### src/rtl/lock_guard.sv
// lock_guard: attempt-limiting supervisor between keypad scanner and lock FSM.
// Forwards key events while usable, counts consecutive failed checks and
// enforces a timed lockout with countdown and blinking alarm.
module lock_guard #(
  parameter int TICK_CYCLES = 100000000 - 1,
  parameter int MAX_FAIL    = 3,
  parameter int LOCK_SECS   = 30
) (
  input  logic       clk,
  input  logic       rst,
  input  logic [3:0] keyboard_num,
  input  logic       keyboard_en,
  input  logic       pass_pulse,
  input  logic       fail_pulse,
  output logic [3:0] key_num_out,
  output logic       key_en_out,
  output logic       locked,
  output logic       alarm,
  output logic [2:0] fail_cnt,
  output logic [5:0] remain,
  output logic       last_chance
);

  localparam int PW = (TICK_CYCLES > 0) ? $clog2(TICK_CYCLES + 1) : 1;
  localparam logic [PW-1:0] TICK_TC   = PW'(TICK_CYCLES);
  localparam logic [2:0]    FAIL_MAX  = 3'(MAX_FAIL);
  localparam logic [2:0]    FAIL_LAST = 3'(MAX_FAIL - 1);
  localparam logic [5:0]    LOCK_INIT = 6'(LOCK_SECS);

  typedef enum logic {
    NORMAL,
    LOCKED
  } state_t;

  state_t        state, next_state;
  logic [PW-1:0] presc, presc_nxt;
  logic [2:0]    fail_inc, fail_nxt;
  logic [5:0]    remain_nxt;
  logic          locked_nxt, alarm_nxt, last_nxt;
  logic          tick;

  // Saturating increment so the counter can never wrap past MAX_FAIL.
  assign fail_inc = (fail_cnt == FAIL_MAX) ? FAIL_MAX : fail_cnt + 3'd1;
  assign tick     = (state == LOCKED) && (presc == TICK_TC);

  // Next-state and next-value logic for the supervisor.
  always_comb begin
    next_state = state;
    presc_nxt  = '0;
    fail_nxt   = fail_cnt;
    remain_nxt = remain;
    locked_nxt = locked;
    alarm_nxt  = alarm;
    last_nxt   = last_chance;
    case (state)
      NORMAL: begin
        if (pass_pulse) begin
          fail_nxt = '0;
          last_nxt = 1'b0;
        end else if (fail_pulse) begin
          fail_nxt = fail_inc;
          // After an expired lockout a single failure relocks; fail_cnt is
          // already MAX_FAIL-1 then, so both conditions coincide in practice.
          if ((fail_inc == FAIL_MAX) || last_chance) begin
            next_state = LOCKED;
            locked_nxt = 1'b1;
            remain_nxt = LOCK_INIT;
            alarm_nxt  = 1'b1;
          end
        end
      end
      LOCKED: begin
        if (!tick) begin
          presc_nxt = presc + PW'(1);
        end else if (remain <= 6'd1) begin
          next_state = NORMAL;
          remain_nxt = '0;
          locked_nxt = 1'b0;
          alarm_nxt  = 1'b0;
          fail_nxt   = FAIL_LAST;
          last_nxt   = 1'b1;
        end else begin
          remain_nxt = remain - 6'd1;
          alarm_nxt  = ~alarm;
        end
      end
      default: next_state = NORMAL;
    endcase
  end

  // State and counter registers.
  always_ff @(posedge clk or negedge rst) begin
    if (!rst) begin
      state       <= NORMAL;
      presc       <= '0;
      fail_cnt    <= '0;
      remain      <= '0;
      locked      <= 1'b0;
      alarm       <= 1'b0;
      last_chance <= 1'b0;
    end else begin
      state       <= next_state;
      presc       <= presc_nxt;
      fail_cnt    <= fail_nxt;
      remain      <= remain_nxt;
      locked      <= locked_nxt;
      alarm       <= alarm_nxt;
      last_chance <= last_nxt;
    end
  end

  // Registered key forwarding, gated by the state being entered.
  always_ff @(posedge clk or negedge rst) begin
    if (!rst) begin
      key_num_out <= '0;
      key_en_out  <= 1'b0;
    end else begin
      key_en_out <= keyboard_en & (next_state == NORMAL);
      if (keyboard_en) key_num_out <= keyboard_num;
    end
  end

endmodule

### config.mk
export PLATFORM = sky130hd
export DESIGN_NAME = lock_guard
export DESIGN_NICKNAME = d
export VERILOG_FILES = /design/src/rtl/lock_guard.sv
export SDC_FILE = /design/constraint.sdc
export NUM_CORES = 1
export LEC_CHECK = 0
export BUFFER_PORTS_ARGS = -buffer_cell sky130_fd_sc_hd__buf_2
export CAP_MARGIN = 40
export CORE_MARGIN = 4
export CORE_UTILIZATION = 57
export CTS_CLUSTER_DIAMETER = 80
export DETAILED_ROUTE_END_ITERATION = 6
export PLACE_DENSITY_LB_ADDON = 0.05
export SYNTH_ARGS = -nofsm -noshare
export SYNTH_HDL_FRONTEND = slang
export SYNTH_SLANG_ARGS = --single-unit
### constraint.sdc
create_clock -name clk -period 2.76 [get_ports clk]
set_clock_uncertainty 0.1 [all_clocks]
set_input_delay 0.414 -clock clk [delete_from_list [all_inputs] [get_ports clk]]
set_output_delay 0.414 -clock clk [all_outputs]
set_load 0.03 [all_outputs]
== Word-level counts from Yosys, hierarchy flattened ==
Cells that the tools add are included.

* Add/subtract/negate cells: 3
* $lt $le $gt $ge: 1
* Equality and inequality tests: 10
* Muxes and demuxes: 33
* Bitwise logic cells: 4
* Reductions and logical operators: 6

{| class="wikitable"
|+ Operators with widths
! kind !! count
|-
| 27-bit two-way mux || 2
|-
| 6-bit two-way mux || 5
|-
| 27-bit by 1-bit adder with 27-bit output, second input constant || 1
|-
| 27-bit == test, second input constant || 1
|-
| 1-bit two-way mux || 15
|-
| 3-bit two-way mux || 5
|-
| 6-bit one-hot mux with 2 select lines || 1
|-
| 2-bit != test, second input constant || 4
|-
| 1-bit one-hot mux with 2 select lines || 4
|-
| 3-bit by 2-bit == test with 1-bit output, second input constant || 2
|-
| 6-bit by 1-bit <= comparator with 1-bit output, second input constant || 1
|-
| 3-bit one-hot mux with 2 select lines || 1
|-
| 3-bit AND reduction || 2
|-
| 6-bit by 1-bit subtractor with 6-bit output, second input constant || 1
|-
| 5-bit AND reduction || 1
|-
| 2-bit by 1-bit != test with 1-bit output, second input constant || 2
|-
| 4-bit AND reduction || 1
|-
| 3-bit by 1-bit adder with 3-bit output, second input constant || 1
|-
| 3-bit != test, second input constant || 1
|-
| 1-bit inverter || 3
|-
| 1-bit AND || 1
|-
| 1-bit logical AND || 1
|-
| 1-bit logical OR || 1
|}

* Flip-flop bits (word level): 45
* Input port bits: 9
* Output and inout port bits: 17
* Logic and storage cells: 66

== Longest topological paths before layout ==
* Depth in word-level cells: 10
* Depth in mapped cells: 8
* Mapped depth without buffers: 7

== Least setup slack after synthesis ==
Ideal clock, no wire load.

* Path kind: reg-to-reg
* From: register fail_cnt[0]
* To: register remain[4]
* Library setup time: 118 ps
* Arrival time: 2074 ps
* Required time: 2542 ps
* Setup slack: 468 ps
* Stages on the path, launching flop included: 7
* Path buffers: 0
* Period minus slack after synthesis: 2292 ps
* Path through: dfrtp_1 -> ha_1 -> nor2b_1 -> maj3_1 -> o211ai_1 -> a21oi_1 -> a21o_1

* Longest elaborated chain between the ends: 6

{| class="wikitable"
|+ RTL lines
! element !! line !! text
|-
| start, declared || 19 || <nowiki>output logic [2:0] fail_cnt,</nowiki>
|-
| start signal, assigned || 104 || <nowiki>fail_cnt <= fail_nxt;</nowiki>
|-
| 3-bit by 1-bit adder with 3-bit output or 3-bit by 2-bit == test with 1-bit output (tied branches) || 43 || <nowiki>assign fail_inc = (fail_cnt == FAIL_MAX) ? FAIL_MAX : fail_cnt + 3'd1;</nowiki>
|-
| 3-bit two-way mux (*) || 43 ||
|-
| 3-bit by 2-bit == test with 1-bit output (*) || 64 || <nowiki>if ((fail_inc == FAIL_MAX) || last_chance) begin</nowiki>
|-
| 1-bit logical OR (*) || 64 ||
|-
| 2-bit != test (no line) (*) || -- ||
|-
| 4-bit AND reduction (no line) (*) || -- ||
|-
| end signal, assigned || 105 || <nowiki>remain <= remain_nxt;</nowiki>
|-
| end, declared || 20 || <nowiki>output logic [5:0] remain,</nowiki>
|}

Mark *: on every way between the ends. The rest lies on a longest branch, timed or not.
A chain may end at the register's enable or synchronous reset.

== Worst setup path in the final report ==
* From: register presc[0]
* To: register remain[3]

* Longest elaborated chain between the ends: 4

{| class="wikitable"
|+ RTL lines
! element !! line !! text
|-
| start, declared || 36 || <nowiki>logic [PW-1:0] presc, presc_nxt;</nowiki>
|-
| start signal, assigned || 103 || <nowiki>presc <= presc_nxt;</nowiki>
|-
| 27-bit == test || 44 || <nowiki>assign tick = (state == LOCKED) && (presc == TICK_TC);</nowiki>
|-
| 1-bit logical AND || 44 ||
|-
| 2-bit by 1-bit != test with 1-bit output (no line) || -- ||
|-
| 4-bit AND reduction (no line) || -- ||
|}

No other way between the ends.

==> run metrics <==
status finished, final reports clean; buffer cell driving the clock tree root sky130_fd_sc_hd__clkbuf_8; Post-Route WL 4135 µm; Syn Std Cell Area 2200 µm²; Post-Synth Simple-Gate Area 0.2270; peak ir drop on the vdd network 0.0003487 V; fin util 0.6900; H-Tree Depth 2; post-route antenna net violation count 0; vertical extent of the die 70.12 µm; area growth from synthesis to layout 15.70%; setup-violating endpoint count in the final report 0; share of cells above drive strength 1 0.1836; RSZ-0062 raised after global routing false; number of violations reported at the end of detailed-routing iteration 0 93; transition time of the tightest slew-check pin 649.3 ps; Worst path max stage delay 600 ps; part of the total power dissipated in combinational logic 0.038; crit path launch type register; Final Critical Period 2359 ps; wire length of the first global-routing pass 7417 µm; average cell area after synthesis 9.998 µm²; Pre-antenna DRT Iters 4; Post-DP HPWL 2915 µm; critical path fanouts, max 10; dominant combinational cell family by area after synthesis simple AND/OR/NAND/NOR gates; Critical path origin presc[0]; sequence of cells on the critical path ha_1, nand4_1, or2_1, or4_4, or2_4, o311ai_2; CORE AREA 3689 µm²; Synth Flop Type sky130_fd_sc_hd__dfrtp_1; worst reg2reg path startpoint presc[0]; Synth Register Bits 45; Clock Latency Late Sink 290 ps; number of warning messages in the yosys log 0; remaining global-route overflow 0; peak clock frequency supported by timing 0.4239 GHz; TritonCTS clock tree yes; Die Area 4917 µm²; Net Switching 250.7 µW; ports placed on the boundary 26; Compound-Gate Fraction of Synth Area 0.07395; number of buffer cells added on primary ports 25; max capacitance violation total 0; power density cells 506.8 nW/µm²; final hold violation count 0; Tot GR Track Use 0.1839; starting density of the core 0.5963; setup repair bufs after CTS 0; Sw Share 0.1944; count of standard-cell rows 22; period utilization 0.8548; Post-Syn Instances 220; xor and xnor fraction of the mapped netlist area 0.09954; number of antenna violations at the first check in global routing 0; final instance area 2545 µm²; setup slack at placement 392.3 ps; mux cell area share after synthesis 0.02958; Setup CP Type reg -> reg; power share of the sequential group 0.517; Slew Limit Headroom 0.5656; total number of vias 1,650; WHS 1.274 ps; Fin Setup TNS 0 ps; nets in the synthesized netlist 233; share of synthesized cell area in full adder, half adder and majority cells 0.02730; number of max-slew violations in the final report 0; Synth top cells by count sky130_fd_sc_hd__dfrtp_1 (45), sky130_fd_sc_hd__nor2_1 (38), sky130_fd_sc_hd__xor2_1 (17); worst min-delay path category in -> async; DIE WIDTH 70.12 µm; vias in the first global route 1,647; area share of the largest cell type after synthesis 0.5119; number of clock sinks 45; CTS Buffer Depth 2; count of fill cells added during filler insertion 302; worst endpoint required time 2850 ps; share of synthesized registers carrying an async set or reset 1.000; CTS-repair resized insts 0; count leader, synth sky130_fd_sc_hd__dfrtp_1; Num CTS Buffers 5; CP max-delay cell sky130_fd_sc_hd__or4_4; Clk pwr share 0.445; arrival time of the worst setup path 2450 ps; Leak Pwr 0.001209 µW; Final #Nets 268; count of unique library cells instantiated by Yosys 42; number of remaining DRC errors 0; RePlAce Congestion 0.7743; routed via count divided by cell count 5.428; sequential fraction of the synthesis area 0.5119; placed cell areas 2411 µm²; endpoint type of the worst setup path register; ANT cells 0; post-route worst setup slack 400.8 ps; cts-stage hold buffer count 0; average detailed-routed wire length per instance 13.60 µm; clock transition at the registers of the reported paths 80 ps; cell type contributing the most total cell area after synthesis sky130_fd_sc_hd__dfrtp_1; cell-internal power 1039 µW; top post-synthesis cells by area sky130_fd_sc_hd__dfrtp_1 (51%), sky130_fd_sc_hd__xor2_1 (6.8%), sky130_fd_sc_hd__nor2_1 (6.5%); largest net degree at the start of global routing 28; EDFF count, synth 0
[logic make-up (layout without fill, tap and decap cells)]
group,Yosys count,count (layout)
and+or+nand+nor,101,101
DFF,45,45
xor gates and xnor gates,25,25
AOI/OAI and AO/OA,23,23
buffers and inverters,15,51
muxes,6,6
adders and majority gates,5,5
[power by group through the flow]
stage | sequential [µW] | clock (µW) | combinational [µW]
6_report | 667 | 574 | 48.6
5_1_grt | 668 | 618 | 54.4
4_1_cts | 667 | 587 | 50.3
3_5_place_dp | 680 | 0 | 50.1
3_3_place_gp | 680 | 0 | 49.1
2_1_floorplan | 693 | 0 | 8.20
[cell type report]
class                   count  area (µm²)  area share
clock buffers               5       68.82     0.02704
repair buffers             32       177.7     0.06981
inverters                  11       41.29     0.01622
multi-input cells         160        1006      0.3953
flip-flops and latches     45        1126      0.4425
well taps                  48       60.06     0.02360
clock inverters             3       65.06     0.02557
[flip-flops by register name (all words and copies together), names as in the netlist]
register,flops
alarm,1
fail_cnt,3
key_en_out,1
key_num_out,4
last_chance,1
locked,1
presc,27
remain,6
state,1
[placed cells by master (no fill, tap or decap), types with 5 or more instances in the layout]
| cell type | instances |
|---|---|
| sky130_fd_sc_hd__dfrtp_1 | 45 |
| sky130_fd_sc_hd__xnor2_1 | 8 |
| sky130_fd_sc_hd__and3_1 | 6 |
| sky130_fd_sc_hd__a21oi_1 | 5 |
| sky130_fd_sc_hd__buf_2 | 25 |
| sky130_fd_sc_hd__xor2_1 | 17 |
| sky130_fd_sc_hd__clkbuf_8 | 5 |
| sky130_fd_sc_hd__nor2_1 | 38 |
| sky130_fd_sc_hd__inv_1 | 11 |
| sky130_fd_sc_hd__nand2_1 | 11 |
| sky130_fd_sc_hd__nand3_1 | 16 |
| sky130_fd_sc_hd__nand4_1 | 7 |
| sky130_fd_sc_hd__nor3_1 | 5 |
| sky130_fd_sc_hd__buf_4 | 7 |
[final timing paths]
path                               end  cells after the start  slack (ps)
setup reg to reg             remain[3]                      6         400
setup / recovery             remain[3]                      6         400
hold / removal             fail_cnt[2]                      1           1
hold reg to reg               presc[0]                      1         390
min in group clk           fail_cnt[0]                      2         250
max in group asynchronous    presc[22]                      2        1870
[critical path: cells and delay by family (launching register included)]
family	cells	cell delay (ps)
compound gates	1	230
fa+ha+maj	1	220
flops	1	400
simple gates	4	1320
[through the flow]
stage / power [µW] / cells
floorplan: 700.8 / 220
global placement: 729.0 / 296
detailed placement: 730.3 / 296
CTS: 1305 / 304
global route: 1341 / 304
finish: 1290 / 304
[per-layer routing]
metal,part of all wire,vias up,GRT usage
met5,0,-,0
met4,0.0080,0,0.05745
met3,0.054,6,0.04173
met2,0.46,34,0.3043
met1,0.47,780,0.2398
li1,-,830,-
No activity file was read; power rests on OpenSTA's default activity.
